**config.mk**
```make
export PLATFORM = sky130hd
export DESIGN_NAME = exe_muldiv_ctrl
export DESIGN_NICKNAME = d
export VERILOG_FILES = /design/src/rtl/exe_muldiv_ctrl.sv
export SDC_FILE = /design/constraint.sdc
export NUM_CORES = 1
export LEC_CHECK = 0
export ABC_AREA = 1
export CORE_MARGIN = 1
export CORE_UTILIZATION = 59
export CTS_CLUSTER_SIZE = 12
export DETAILED_ROUTE_END_ITERATION = 6
export PLACE_DENSITY = 0.82
export SLEW_MARGIN = 15
export SYNTH_ARGS = -nofsm -noshare
export SYNTH_HDL_FRONTEND = slang
export SYNTH_SLANG_ARGS = --single-unit
export TNS_END_PERCENT = 30
```
**constraint.sdc**
```tcl
create_clock -name clock -period 3.7 [get_ports clock]
set_clock_uncertainty 0.1 [all_clocks]
set_input_delay 0.74 -clock clock [delete_from_list [all_inputs] [get_ports clock]]
set_output_delay 0.74 -clock clock [all_outputs]
set_load 0.005 [all_outputs]
```
**src/rtl/exe_muldiv_ctrl.sv**
```systemverilog
// Multi-cycle multiply/divide sequencer owning the HI/LO pair: 32-step shift-add / restoring divide.
// Optional macro MULDIV_SIGNED_EN adds signed mult/div (op[0] = 0) via magnitude + sign fix-up.
module exe_muldiv_ctrl (
   input  logic        clock,
   input  logic        reset,
   input  logic        start,
   input  logic [1:0]  op,
   input  logic [31:0] Read_data_1,
   input  logic [31:0] Read_data_2,
   input  logic        hi_we,
   input  logic        lo_we,
   output logic        busy,
   output logic        done,
   output logic        div0,
   output logic [31:0] HI,
   output logic [31:0] LO
);

   typedef enum logic [1:0] {S_IDLE, S_RUN, S_FIX, S_DONE} state_t;

   state_t      state_reg, state_next;
   logic [4:0]  count_reg;
   logic        is_div_reg;
   logic        div0_flag_reg;
   logic [31:0] opnd_reg;
   logic [31:0] hi_acc_reg;
   logic [31:0] lo_acc_reg;
   logic [31:0] raw_a_reg;
   logic [31:0] hi_reg, lo_reg;
   logic        done_reg, div0_reg;

   logic [31:0] a_mag, b_mag;
   logic [63:0] prod_fix;
   logic [31:0] quo_fix, rem_fix;

`ifdef MULDIV_SIGNED_EN
   logic        is_signed;
   logic        a_neg, b_neg;
   logic        neg_q_reg, neg_r_reg;

   assign is_signed = ~op[0];
   assign a_neg     = is_signed & Read_data_1[31];
   assign b_neg     = is_signed & Read_data_2[31];
   assign a_mag     = a_neg ? (32'd0 - Read_data_1) : Read_data_1;
   assign b_mag     = b_neg ? (32'd0 - Read_data_2) : Read_data_2;

   // Product and quotient share the a^b sign; remainder follows the dividend.
   always_ff @(posedge clock) begin
      if (reset) begin
         neg_q_reg <= 1'b0;
         neg_r_reg <= 1'b0;
      end else if (state_reg == S_IDLE && start) begin
         neg_q_reg <= a_neg ^ b_neg;
         neg_r_reg <= a_neg;
      end
   end

   assign prod_fix = neg_q_reg ? (64'd0 - {hi_acc_reg, lo_acc_reg}) : {hi_acc_reg, lo_acc_reg};
   assign quo_fix  = neg_q_reg ? (32'd0 - lo_acc_reg) : lo_acc_reg;
   assign rem_fix  = neg_r_reg ? (32'd0 - hi_acc_reg) : hi_acc_reg;
`else
   logic unused_op_sign;
   assign unused_op_sign = op[0];   // signedness select has no meaning in this build
   assign a_mag    = Read_data_1;
   assign b_mag    = Read_data_2;
   assign prod_fix = {hi_acc_reg, lo_acc_reg};
   assign quo_fix  = lo_acc_reg;
   assign rem_fix  = hi_acc_reg;
`endif

   // One iteration of each loop; hi_acc doubles as multiply accumulator and divide remainder.
   logic [32:0] add_sum;
   logic [32:0] rem_sh;
   logic        rem_ge;
   logic [31:0] rem_diff;

   assign add_sum  = {1'b0, hi_acc_reg} + {1'b0, (lo_acc_reg[0] ? opnd_reg : 32'd0)};
   assign rem_sh   = {hi_acc_reg, lo_acc_reg[31]};
   assign rem_ge   = rem_sh >= {1'b0, opnd_reg};
   assign rem_diff = rem_sh[31:0] - opnd_reg;

   always_comb begin
      state_next = state_reg;
      case (state_reg)
         S_IDLE: if (start) state_next = S_RUN;
         S_RUN:  if (count_reg == 5'd31) state_next = S_FIX;
         S_FIX:  state_next = S_DONE;
         S_DONE: state_next = S_IDLE;
         default: state_next = S_IDLE;
      endcase
   end

   always_ff @(posedge clock) begin
      if (reset) state_reg <= S_IDLE;
      else       state_reg <= state_next;
   end

   always_ff @(posedge clock) begin
      if (reset) begin
         count_reg     <= 5'd0;
         is_div_reg    <= 1'b0;
         div0_flag_reg <= 1'b0;
         opnd_reg      <= 32'd0;
         hi_acc_reg    <= 32'd0;
         lo_acc_reg    <= 32'd0;
         raw_a_reg     <= 32'd0;
         hi_reg        <= 32'd0;
         lo_reg        <= 32'd0;
         done_reg      <= 1'b0;
         div0_reg      <= 1'b0;
      end else begin
         done_reg <= 1'b0;
         div0_reg <= 1'b0;
         case (state_reg)
            S_IDLE: begin
               if (start) begin
                  count_reg     <= 5'd0;
                  is_div_reg    <= op[1];
                  div0_flag_reg <= op[1] & (Read_data_2 == 32'd0);
                  raw_a_reg     <= Read_data_1;
                  hi_acc_reg    <= 32'd0;
                  lo_acc_reg    <= op[1] ? a_mag : b_mag;
                  opnd_reg      <= op[1] ? b_mag : a_mag;
               end else begin
                  if (hi_we) hi_reg <= Read_data_1;
                  if (lo_we) lo_reg <= Read_data_1;
               end
            end
            S_RUN: begin
               count_reg <= count_reg + 5'd1;
               if (is_div_reg) begin
                  hi_acc_reg <= rem_ge ? rem_diff : rem_sh[31:0];
                  lo_acc_reg <= {lo_acc_reg[30:0], rem_ge};
               end else begin
                  hi_acc_reg <= add_sum[32:1];
                  lo_acc_reg <= {add_sum[0], lo_acc_reg[31:1]};
               end
            end
            S_FIX: begin
               done_reg <= 1'b1;
               div0_reg <= div0_flag_reg;
               if (!is_div_reg) begin
                  hi_reg <= prod_fix[63:32];
                  lo_reg <= prod_fix[31:0];
               end else if (div0_flag_reg) begin
                  hi_reg <= raw_a_reg;
                  lo_reg <= 32'hFFFF_FFFF;
               end else begin
                  hi_reg <= rem_fix;
                  lo_reg <= quo_fix;
               end
            end
            default: ;
         endcase
      end
   end

   assign busy = (state_reg != S_IDLE);
   assign done = done_reg;
   assign div0 = div0_reg;
   assign HI   = hi_reg;
   assign LO   = lo_reg;

endmodule
```
==> metrics <==
ys async rst share 0%; Worst Setup EP hi_acc_reg[29]; HP Class flip-flop to flip-flop; worst r2r src lo_acc_reg[0]; number of iterations in the first detailed-routing pass 6; clk_lat worst skew 0.53 ns; YS warnings 0; Layout area overhead 14.6%; RSZ-0062 raised after global routing false; H-tree Lvls 1; IO buf count 136; Cell variety after synth 49; post-synthesis cell area 15100 sq um; max_cap viols 0; Tcrit/Tclk final 84.1%; Slew @ Worst Pin 1.10 ns; placed cells 2840; reg2reg end hi_acc_reg[29]; Slew HR 26.5%; main combinational cell family by area after synthesis simple AND/OR/NAND/NOR gates; net count after synthesis 2606; Data required, critical path 3.96 ns; hold path start raw_a_reg[7]; Initial Util 60.0%; number of global-route vias before repair 15400; post-route cell area 17300 sq um; final setup fails 0; post-synthesis mux area share 0.665%; first-pass GRT wire length 82200 um; total grt overflow 0; fraction of layout instances using a drive strength above 1 4.28%; pin count of the biggest net entering global routing 97; Ant. Diodes 0; Post-synth EDFFs 0; DP Wirelength 39300 um; simple-gate area share of the yosys netlist 27.9%; Final Util 68.7%; Die X-Extent 162 um; num ports 138; drt drc 0; Rows 58; Final WS setup 0.589 ns; status finished, final reports clean; fill count 2284; GRT Util Overall 39.5%; Worst setup SP type flip-flop; arrival time worst endpoint 3.38 ns; synth top area cells dfxtp_1 27%, nand2_1 14%, inv_1 9.9%; Post-DRT Antenna Nets 0; Slew Viols, Final 0; top_reg_cell synth dfxtp_1; commonest non-fill, non-tap cell in the layout nand2_1; CTS Hold Bufs 0; adder-cell share of the synthesized area 6.00%; commonest non-fill, non-tap cells in the layout 565 x nand2_1, 394 x inv_1, 236 x a21oi_1; setup TNS 0 ns; DR iter-0 viols 1944; Synth Area in Compound Gates 24.3%; reg2reg setup slack 0.59 ns; post-synthesis sequential area ratio 27.0%; WL per Instance 18.3 um; routability cong. 1.01; routed via count 17000; syn_area_per_cell 6.11 sq um; Max Clk Rate 321 MHz; P_leak 8.31 nW; Setup crit end kind flip-flop; post-route insts no fill 2876; Overall Power 10.7 mW; hold-critical path depth 2; post-cts resize count 0; hold slack 0.352 ns; core footprint 25100 sq um; Power Density 620 nW/um^2; r2r worst-path depth 13; critical path class flip-flop to flip-flop; XOR/XNOR share of the synthesized area 0.581%; clk buf depth 3; Max VDD drop 0.000519 V; Vias/cell 5.91; wirelength, routed 52700 um; Synth top area share 27.0%; clock root cell clkbuf_16; #FFs+latches synth 203; post-layout min period 3.11 ns; CTS tree yes; Crit Path Max Fanout 32; Synth Instances 2464; placed cell areas 16600 sq um; clock sink count 203; Die ar. 26200 sq um; Final Hold Fails 0; Die Ht 162 um; Setup WS pre-CTS 0.702 ns; Worst-path clk slew 0.06 ns; nets 2676; initial antenna violation count 0; dominant cell type by area after synthesis dfxtp_1; setup bufs post-CTS 0; start point of the critical path lo_acc_reg[0]; number of CTS-inserted buffers 22
-- how the worst min path moves through the flow --
stage                              end  slack, ns
after floorplan           raw_a_reg[1]       0.33
after global placement    raw_a_reg[8]       0.34
after detailed placement  raw_a_reg[7]       0.34
after CTS                 raw_a_reg[7]       0.35
after global routing      raw_a_reg[6]       0.37
final                     raw_a_reg[7]       0.35
-- logic make-up after synthesis --
family,after synthesis
fa+ha+maj,71
xor+xnor,10
mux,10
flops,203
compound gates,641
simple gates,1005
buf+inv,524
-- routing by layer --
layer / part of all wire [%] / vias to the layer above / track usage [%]
met5: 0 / - / 0
met4: 3.4 / 0 / 13.3
met3: 11 / 116 / 5.03
met2: 44 / 932 / 63.3
met1: 42 / 7746 / 54.5
li1: - / 8193 / -
-- report_power, final --
part	internal, mW	switching (mW)
sequential	2.74	0.448
clock	1.24	0.922
combinational	1.89	3.46
-- worst max-delay path: stages (launching register included) --
cell,delay (ns)
dfxtp_1,0.37
buf_4,0.41
nand2_1,0.17
fa_1,0.50
o21ai_2,0.31
nand2_1,0.11
nand2_1,0.11
nand2_1,0.05
nand2_1,0.22
nand2_1,0.16
nand3_1,0.10
nand3_1,0.12
nand3_1,0.14
a21oi_1,0.06
-- area by class of cell --
cell class	count	area [sq um]	area share [%]
multi-input cells	1737	8980	52.0
flip-flops and latches	203	4070	23.6
repair buffers	171	1620	9.37
inverters	399	1500	8.68
clock buffers	33	673	3.90
well taps	330	413	2.39
clock inverters	3	15.0	0.0870
-- synthesized netlist by cell type, types with 2 or more instances --
cell / number
nand2_1: 566
inv_1: 396
a21oi_1: 236
o21ai_0: 223
nor2_1: 210
dfxtp_1: 203
nand3_1: 143
clkbuf_1: 105
ha_1: 69
o21a_1: 34
a31oi_1: 33
o21bai_1: 32
o221ai_1: 28
nand4_1: 23
a221oi_1: 19
o22ai_1: 13
nand3b_1: 11
nor4_1: 11
mux2i_1: 10
nor3_1: 9
xor2_1: 9
buf_6: 8
nand2_2: 8
nor2_2: 8
or2_2: 6
buf_1: 5
buf_2: 5
o21ai_1: 5
a21o_1: 4
o211ai_1: 4
a21boi_0: 3
and2_1: 3
o21ai_2: 3
and3_1: 2
clkinv_1: 2
fa_1: 2
Power figures use the tool's default switching activity.
